## src/rtl/fb_pkg.sv

```systemverilog
// Frame-buffer swap controller shared types and defaults.
// Shared by the swap FSM and the bank clear engine.
package fb_pkg;

  localparam int ADDR_W_DEF     = 17;
  localparam int PIX_W_DEF      = 16;
  localparam int NUM_PIXELS_DEF = 76800;
  localparam int FRAME_CNT_W    = 16;

  typedef enum logic [1:0] {
    ST_CLEAR   = 2'd0,
    ST_DRAW    = 2'd1,
    ST_WAIT_VS = 2'd2
  } fb_state_e;

endpackage

```

## src/rtl/fb_clear_engine.sv

```systemverilog
// Back-bank clear address generator.
// Busy out of reset so the first bank is cleared without a start pulse.
module fb_clear_engine
  import fb_pkg::*;
#(
  parameter int ADDR_W     = ADDR_W_DEF,
  parameter int NUM_PIXELS = NUM_PIXELS_DEF
) (
  input  logic              clk,
  input  logic              rst,
  input  logic              start_i,
  output logic              busy_o,
  output logic              last_o,
  output logic [ADDR_W-1:0] addr_o
);

  logic              busy_q, busy_d;
  logic [ADDR_W-1:0] cnt_q, cnt_d;

  assign busy_o = busy_q;
  assign addr_o = cnt_q;
  assign last_o = busy_q && (cnt_q == ADDR_W'(NUM_PIXELS - 1));

  // Restart on start, otherwise step once per cycle until the last pixel.
  always_comb begin
    busy_d = busy_q;
    cnt_d  = cnt_q;
    if (start_i) begin
      busy_d = 1'b1;
      cnt_d  = '0;
    end else if (busy_q) begin
      if (last_o) busy_d = 1'b0;
      else        cnt_d  = cnt_q + ADDR_W'(1);
    end
  end

  // Counter state registers.
  always_ff @(posedge clk or posedge rst) begin
    if (rst) begin
      busy_q <= 1'b1;
      cnt_q  <= '0;
    end else begin
      busy_q <= busy_d;
      cnt_q  <= cnt_d;
    end
  end

endmodule

```

## src/rtl/fb_swap_ctrl.sv

```systemverilog
// Double-buffer controller: CPU pixel writes, vblank swap, bank clear.
// All outputs registered; writes always target the back bank.
module fb_swap_ctrl
  import fb_pkg::*;
#(
  parameter int                ADDR_W      = ADDR_W_DEF,
  parameter int                PIX_W       = PIX_W_DEF,
  parameter int                NUM_PIXELS  = NUM_PIXELS_DEF,
  parameter bit                CLEAR_EN    = 1'b1,
  parameter logic [PIX_W-1:0]  CLEAR_COLOR = '0
) (
  input  logic                   clk,
  input  logic                   reset,
  input  logic                   cpu_we,
  input  logic [31:0]            cpu_waddr,
  input  logic [31:0]            cpu_din,
  input  logic                   cpu_done,
  input  logic                   vsync,
  output logic                   swap,
  output logic                   front_sel,
  output logic                   mem_we,
  output logic [ADDR_W:0]        mem_addr,
  output logic [PIX_W-1:0]       mem_wdata,
  output logic [FRAME_CNT_W-1:0] frame_cnt,
  output logic                   err_drop,
  output logic                   err_oob
);

  fb_state_e               state_q, state_d;
  logic                    we_q, done_q;
  logic                    front_q, front_d;
  logic                    swap_q, swap_d;
  logic                    mem_we_q, mem_we_d;
  logic [ADDR_W:0]         mem_addr_q, mem_addr_d;
  logic [PIX_W-1:0]        mem_wdata_q, mem_wdata_d;
  logic [FRAME_CNT_W-1:0]  frame_q, frame_d;
  logic                    drop_q, drop_d;
  logic                    oob_q, oob_d;

  logic              we_rise, done_rise, in_rng;
  logic              clr_start, clr_busy, clr_last;
  logic [ADDR_W-1:0] clr_addr;
  logic              unused_ok;

  assign we_rise   = cpu_we & ~we_q;
  assign done_rise = cpu_done & ~done_q;
  assign in_rng    = cpu_waddr < 32'(NUM_PIXELS);
  assign unused_ok = ^{cpu_din[31:PIX_W], clr_last};

  fb_clear_engine #(
    .ADDR_W     (ADDR_W),
    .NUM_PIXELS (NUM_PIXELS)
  ) u_clr (
    .clk     (clk),
    .rst     (reset),
    .start_i (clr_start),
    .busy_o  (clr_busy),
    .last_o  (clr_last),
    .addr_o  (clr_addr)
  );

  // FSM, write mux and error flags.
  always_comb begin
    state_d     = state_q;
    front_d     = front_q;
    frame_d     = frame_q;
    drop_d      = drop_q;
    oob_d       = oob_q;
    mem_we_d    = 1'b0;
    mem_addr_d  = mem_addr_q;
    mem_wdata_d = mem_wdata_q;
    clr_start   = 1'b0;
    unique case (state_q)
      ST_CLEAR: begin
        if (we_rise) drop_d = 1'b1;
        if (clr_busy) begin
          mem_we_d    = 1'b1;
          mem_addr_d  = {~front_q, clr_addr};
          mem_wdata_d = CLEAR_COLOR;
        end else begin
          state_d = ST_DRAW;
        end
      end
      ST_DRAW: begin
        if (we_rise) begin
          if (in_rng) begin
            mem_we_d    = 1'b1;
            mem_addr_d  = {~front_q, cpu_waddr[ADDR_W-1:0]};
            mem_wdata_d = cpu_din[PIX_W-1:0];
          end else begin
            oob_d = 1'b1;
          end
        end
        if (done_rise) state_d = ST_WAIT_VS;
      end
      ST_WAIT_VS: begin
        if (we_rise) drop_d = 1'b1;
        if (vsync) begin
          front_d = ~front_q;
          frame_d = frame_q + FRAME_CNT_W'(1);
          if (CLEAR_EN) begin
            state_d   = ST_CLEAR;
            clr_start = 1'b1;
          end else begin
            state_d = ST_DRAW;
          end
        end
      end
      default: state_d = ST_CLEAR;
    endcase
    swap_d = (state_d == ST_DRAW);
  end

  // State, edge-detect and output registers.
  always_ff @(posedge clk or posedge reset) begin
    if (reset) begin
      state_q     <= ST_CLEAR;
      we_q        <= 1'b0;
      done_q      <= 1'b0;
      front_q     <= 1'b0;
      swap_q      <= 1'b0;
      mem_we_q    <= 1'b0;
      mem_addr_q  <= '0;
      mem_wdata_q <= '0;
      frame_q     <= '0;
      drop_q      <= 1'b0;
      oob_q       <= 1'b0;
    end else begin
      state_q     <= state_d;
      we_q        <= cpu_we;
      done_q      <= cpu_done;
      front_q     <= front_d;
      swap_q      <= swap_d;
      mem_we_q    <= mem_we_d;
      mem_addr_q  <= mem_addr_d;
      mem_wdata_q <= mem_wdata_d;
      frame_q     <= frame_d;
      drop_q      <= drop_d;
      oob_q       <= oob_d;
    end
  end

  assign swap      = swap_q;
  assign front_sel = front_q;
  assign mem_we    = mem_we_q;
  assign mem_addr  = mem_addr_q;
  assign mem_wdata = mem_wdata_q;
  assign frame_cnt = frame_q;
  assign err_drop  = drop_q;
  assign err_oob   = oob_q;

endmodule

```

## config.mk

```make
export PLATFORM = sky130hd
export DESIGN_NAME = fb_swap_ctrl
export DESIGN_NICKNAME = d
export VERILOG_FILES = /design/src/rtl/fb_pkg.sv /design/src/rtl/fb_clear_engine.sv /design/src/rtl/fb_swap_ctrl.sv
export SDC_FILE = /design/constraint.sdc
export NUM_CORES = 1
export LEC_CHECK = 0
export BUFFER_PORTS_ARGS = -buffer_cell sky130_fd_sc_hd__buf_2
export CAP_MARGIN = 20
export CORE_MARGIN = 2
export CORE_UTILIZATION = 30
export DETAILED_ROUTE_END_ITERATION = 12
export HOLD_SLACK_MARGIN = 0.08
export PLACE_DENSITY_LB_ADDON = 0.3
export REMOVE_ABC_BUFFERS = 1
export SETUP_SLACK_MARGIN = 0.5
export SYNTH_ARGS = -nofsm -noshare
export SYNTH_HDL_FRONTEND = slang
export SYNTH_HIERARCHICAL = 1
export SYNTH_SLANG_ARGS = --single-unit
```

## constraint.sdc

```tcl
create_clock -name clk -period 2 [get_ports clk]
set_input_delay 0.1 -clock clk [delete_from_list [all_inputs] [get_ports clk]]
set_output_delay 0.1 -clock clk [all_outputs]
set_load 0.005 [all_outputs]
```

# Word-level counts from Yosys, hierarchy flattened
# Index checks and enable logic that the tools add are counted.
[totals]
ff_bits = 77
in_bits = 69
output_inout_bits = 55
elab_cells = 64
[op_classes]
addsub = 2
order_cmp = 1
eq_ne = 8
muxes = 24
bitwise = 6
n_reduce_logical = 10
[op_table]
columns = ["op", "count"]
rows = [
  ["18-bit two-way mux", 3],
  ["17-bit two-way mux", 3],
  ["16-bit two-way mux", 3],
  ["18-bit case mux with 2 select lines", 1],
  ["32-bit by 17-bit less-than comparator with 1-bit output (second input constant)", 1],
  ["16-bit case mux with 2 select lines", 1],
  ["17-bit by 1-bit adder with 17-bit output (second input constant)", 1],
  ["17-bit == test (second input constant)", 1],
  ["16-bit by 1-bit adder with 16-bit output (second input constant)", 1],
  ["1-bit two-way mux", 8],
  ["2-bit two-way mux", 3],
  ["2-bit inequality test (second input constant)", 3],
  ["2-bit case mux with 3 select lines", 1],
  ["2-bit AND reduction", 3],
  ["2-bit by 1-bit == test with 1-bit output (second input constant)", 2],
  ["1-bit inverter", 4],
  ["4-bit AND reduction", 1],
  ["2-bit nonzero test", 2],
  ["3-bit AND reduction", 1],
  ["1-bit bitwise AND", 2],
  ["2-bit == test (second input constant)", 1],
  ["2-bit logical NOT", 1],
  ["2-bit by 1-bit inequality test with 1-bit output (second input constant)", 1],
  ["1-bit case mux with 2 select lines", 1],
  ["other kinds (2)", 2],
]

# Logic depth before layout (Yosys ltp)
[depth]
word_depth = 5
mapped_depth = 8

# Hierarchy
# Netlist, hierarchy kept.
[modules_own_cells]
columns = ["mod", "n_inst", "cells_per_inst", "area_per_inst_um2", "seq_area_each_um2"]
rows = [
  ["fb_swap_ctrl", 1, 251, 2611.3, 1476.4],
  ["fb_clear_engine", 1, 108, 1032.2, 451.7],
]

# Worst setup path before layout
# No wires, ideal clock.
[synth_timing]
path_type = "register to register"
startpoint = "reg u_clr.cnt_q[12], in the netlist u_clr/addr_o[12]"
endpoint = "reg u_clr.cnt_q[2], in the netlist u_clr/addr_o[2]"
arrival_ns = 1.781
setup_slack_ns = 0.091
path_stages_with_launch = 5
path_buffers = 0
period_less_slack_ns = 1.909
path_cell_list = "dfrtp_1 or4b_4 nor4_4 nor2_1 mux2_1"
[synth_via]
elab_chain_cells = 4
[synth_lines]
columns = ["item", "line", "source"]
rows = [
  ["from (decl)", "fb_clear_engine.sv:18", "logic [ADDR_W-1:0] cnt_q, cnt_d;"],
  ["from (signal assigned)", "fb_clear_engine.sv:44", "cnt_q <= cnt_d;"],
  ["17-bit == test", "fb_clear_engine.sv:22", "assign last_o = busy_q && (cnt_q == ADDR_W'(NUM_PIXELS - 1));"],
  ["1-bit logical AND", "fb_clear_engine.sv:22", ""],
  ["2-bit inequality test (no source line)", "n/a", ""],
  ["2-bit AND reduction (no source line)", "n/a", ""],
]
# No other way between the ends.
# A chain may end at the register's enable or synchronous reset.

# Final worst setup path
[layout_timing]
startpoint = "reg u_clr.cnt_q[14], in the netlist u_clr/addr_o[14]"
endpoint = "reg u_clr.cnt_q[4], in the netlist u_clr/addr_o[4]"
# Same word-level chain as after synthesis.

==> results.toml <==
[run_status]
status = "finished clean"

[logic_synthesis]
yosysWarnings = 6
syn_inst = 358
avgSynthCellArea_um2 = 10.2
syn_area_um2 = 3640

[critical_path]
rrSetupSlack_ps = 130
cp_max_fo = 6
reg2reg_from = "u_clr/addr_o[14]$_DFFE_PP0P_"
arrival_ps = 2080
endpoint_kind = "flip-flop"
start_kind = "flip-flop"
required_ps = 2210
r2r_end = "u_clr/addr_o[4]$_DFFE_PP0P_"
worstSetupPathType = "reg2reg"
r2r_cells = 6

[cells_and_area]
fillers = 1033
num_antenna_cells = 0
fin_util_pct = 51.0
multi_input_area_um2 = 2010
layout.nets = 625
most-common-layout-cells = "buf_2, dfrtp_1, buf_4"
register_area_um2 = 1940
final_common_cell = "buf_2"
drive_gt1_share_pct = 52.1
areaGrowthSynthToFinish_pct = 67.0

[grt]
track_usage_pct = 17.1
grt_max_degree = 27
gr-total-overflow = 0
antenna_found_initial = 0
grt_pass1_wl_um = 17400
first_global_vias = 3466

[die]
io_pins = 124
die_y_um = 114
core-area_um2 = 11900
initial_utilization_pct = 30.5
die_x_um = 114
dieArea_um2 = 13000
rows = 40

[placement]
preCtsSetupSlack_ps = 102
dpl.hpwl_um = 6680
gp_congestion = 0.736
portBuffers = 107

[timing]
final.period_utilization_pct = 93.4
setup_viol_count_final = 0
slew_headroom_pct = 51.3
tightest_slew_ps = 730
rsz0062_at_grt = "yes"
slew_viol_final = 0
skew_ps = 5.57
fmax_ghz = 0.535
setup_slack_ps = 131
setup_tns_ps = 0
min_period_ps = 1870
hold_viol_final = 0

[pwr]
cellPowerDensity_nw_per_um2 = 1290
cellLeakagePower_nw = 2.77
ir_drop_mv = 0.626
p_total_w = 0.00783

[clock_tree]
numCtsBuffers = 9
h-tree-depth = 3
cts_tree = "built"
cts_max_path_buffers = 2
clkSlewWorstSetupHoldPaths_ps = 60
worstSkewPairLatency_ps = 340
cts.sinks = 77
cts-root-buf = "clkbuf_16"

[routing]
totalWireLength_um = 12200
vias_per_cell = 5.05
dr.pass1.iters = 4
antenna_left = 0
vias = 3564
wl_per_cell_um = 17.3
drc = 0
drt_iter0_drc = 231

[min_path]
hold_path.class = "in2reg"
hold_start = "cpu_waddr[1]"
holdPathStages = 3
hold_path_end = "mem_addr[1]$_DFFE_PP0P_"

[flow_run]
drv_cap = 0
-- how the worst max path moves through the flow --
stage / cells past startpoint / startpoint / end
after floorplan: 5 / state_q[0]$_DFF_PP0_ / mem_addr[17]$_DFFE_PP0P_
after detailed placement: 4 / u_clr/addr_o[15]$_DFFE_PP0P_ / u_clr/addr_o[2]$_DFFE_PP0P_
after global routing: 6 / u_clr/addr_o[14]$_DFFE_PP0P_ / u_clr/addr_o[4]$_DFFE_PP0P_
after global placement: 4 / u_clr/addr_o[15]$_DFFE_PP0P_ / u_clr/addr_o[2]$_DFFE_PP0P_
after CTS: 4 / u_clr/addr_o[12]$_DFFE_PP0P_ / u_clr/addr_o[2]$_DFFE_PP0P_
final: 6 / u_clr/addr_o[14]$_DFFE_PP0P_ / u_clr/addr_o[4]$_DFFE_PP0P_
-- state kept, by name (all words and copies together) (netlist names) --
name,cells
frame_cnt,16
mem_wdata,16
err_drop,1
we_q,1
mem_addr,18
done_q,1
u_clr/addr_o,17
front_sel,1
mem_we,1
u_clr/busy_o,1
state_q,2
swap,1
err_oob,1
-- where the power goes --
group | leakage [nW] | switching [W] | internal [W]
Combinational | 1.67 | 0.00179 | 0.00188
Sequential | 0.962 | 0.000443 | 0.00203
Clock | 0.145 | 0.000674 | 0.00101
Total | 2.77 | 0.00291 | 0.00493
-- per-layer routing --
layer / track usage, % / up-vias / routed length (um)
met5: 0 / - / 0
met3: 3.12 / 26 / 515
met2: 30.6 / 105 / 6460
met4: 7.32 / 0 / 392
met1: 20.2 / 1747 / 4850
li1: - / 1686 / -
-- critical path, stage by stage (launching register included) --
cell and delay, ps:
dfrtp_1 380, or4b_4 580, nor4_4 250, buf_6 180, buf_6 140, or3_1 120, a21oi_1 80
-- stage by stage --
| stage | hold WS (ps) | std cells | instance area, um2 |
|---|---|---|---|
| 2_1_floorplan | 37.8 | 339 | 3540 |
| 3_3_place_gp | 154 | 611 | 4430 |
| 3_5_place_dp | 162 | 611 | 4430 |
| 4_1_cts | 80.4 | 674 | 5420 |
| 5_1_grt | 93.6 | 706 | 6080 |
| 6_report | 81.9 | 706 | 6080 |
-- layout make-up --
cell class              count  area share, %
multi-input cells         255           33.1
flip-flops and latches     77           31.9
repair buffers            203           26.4
clock buffers              10           3.93
well taps                 147           3.03
clock inverters             6           1.17
inverters                   8          0.494
-- what timing repair did --
| item | 4_1_cts | 5_1_grt |
|---|---|---|
| setup endpoints to repair | 64 | 63 |
| hold buffers | 24 | 0 |
| endpoints found under the hold margin | 59 | 0 |
| gates resized for setup | 36 | 96 |
| pin swaps | 13 | 33 |
| gates cloned | 6 | 5 |
| buffers inserted | 17 | 27 |
(Power assumes the default switching activity.)
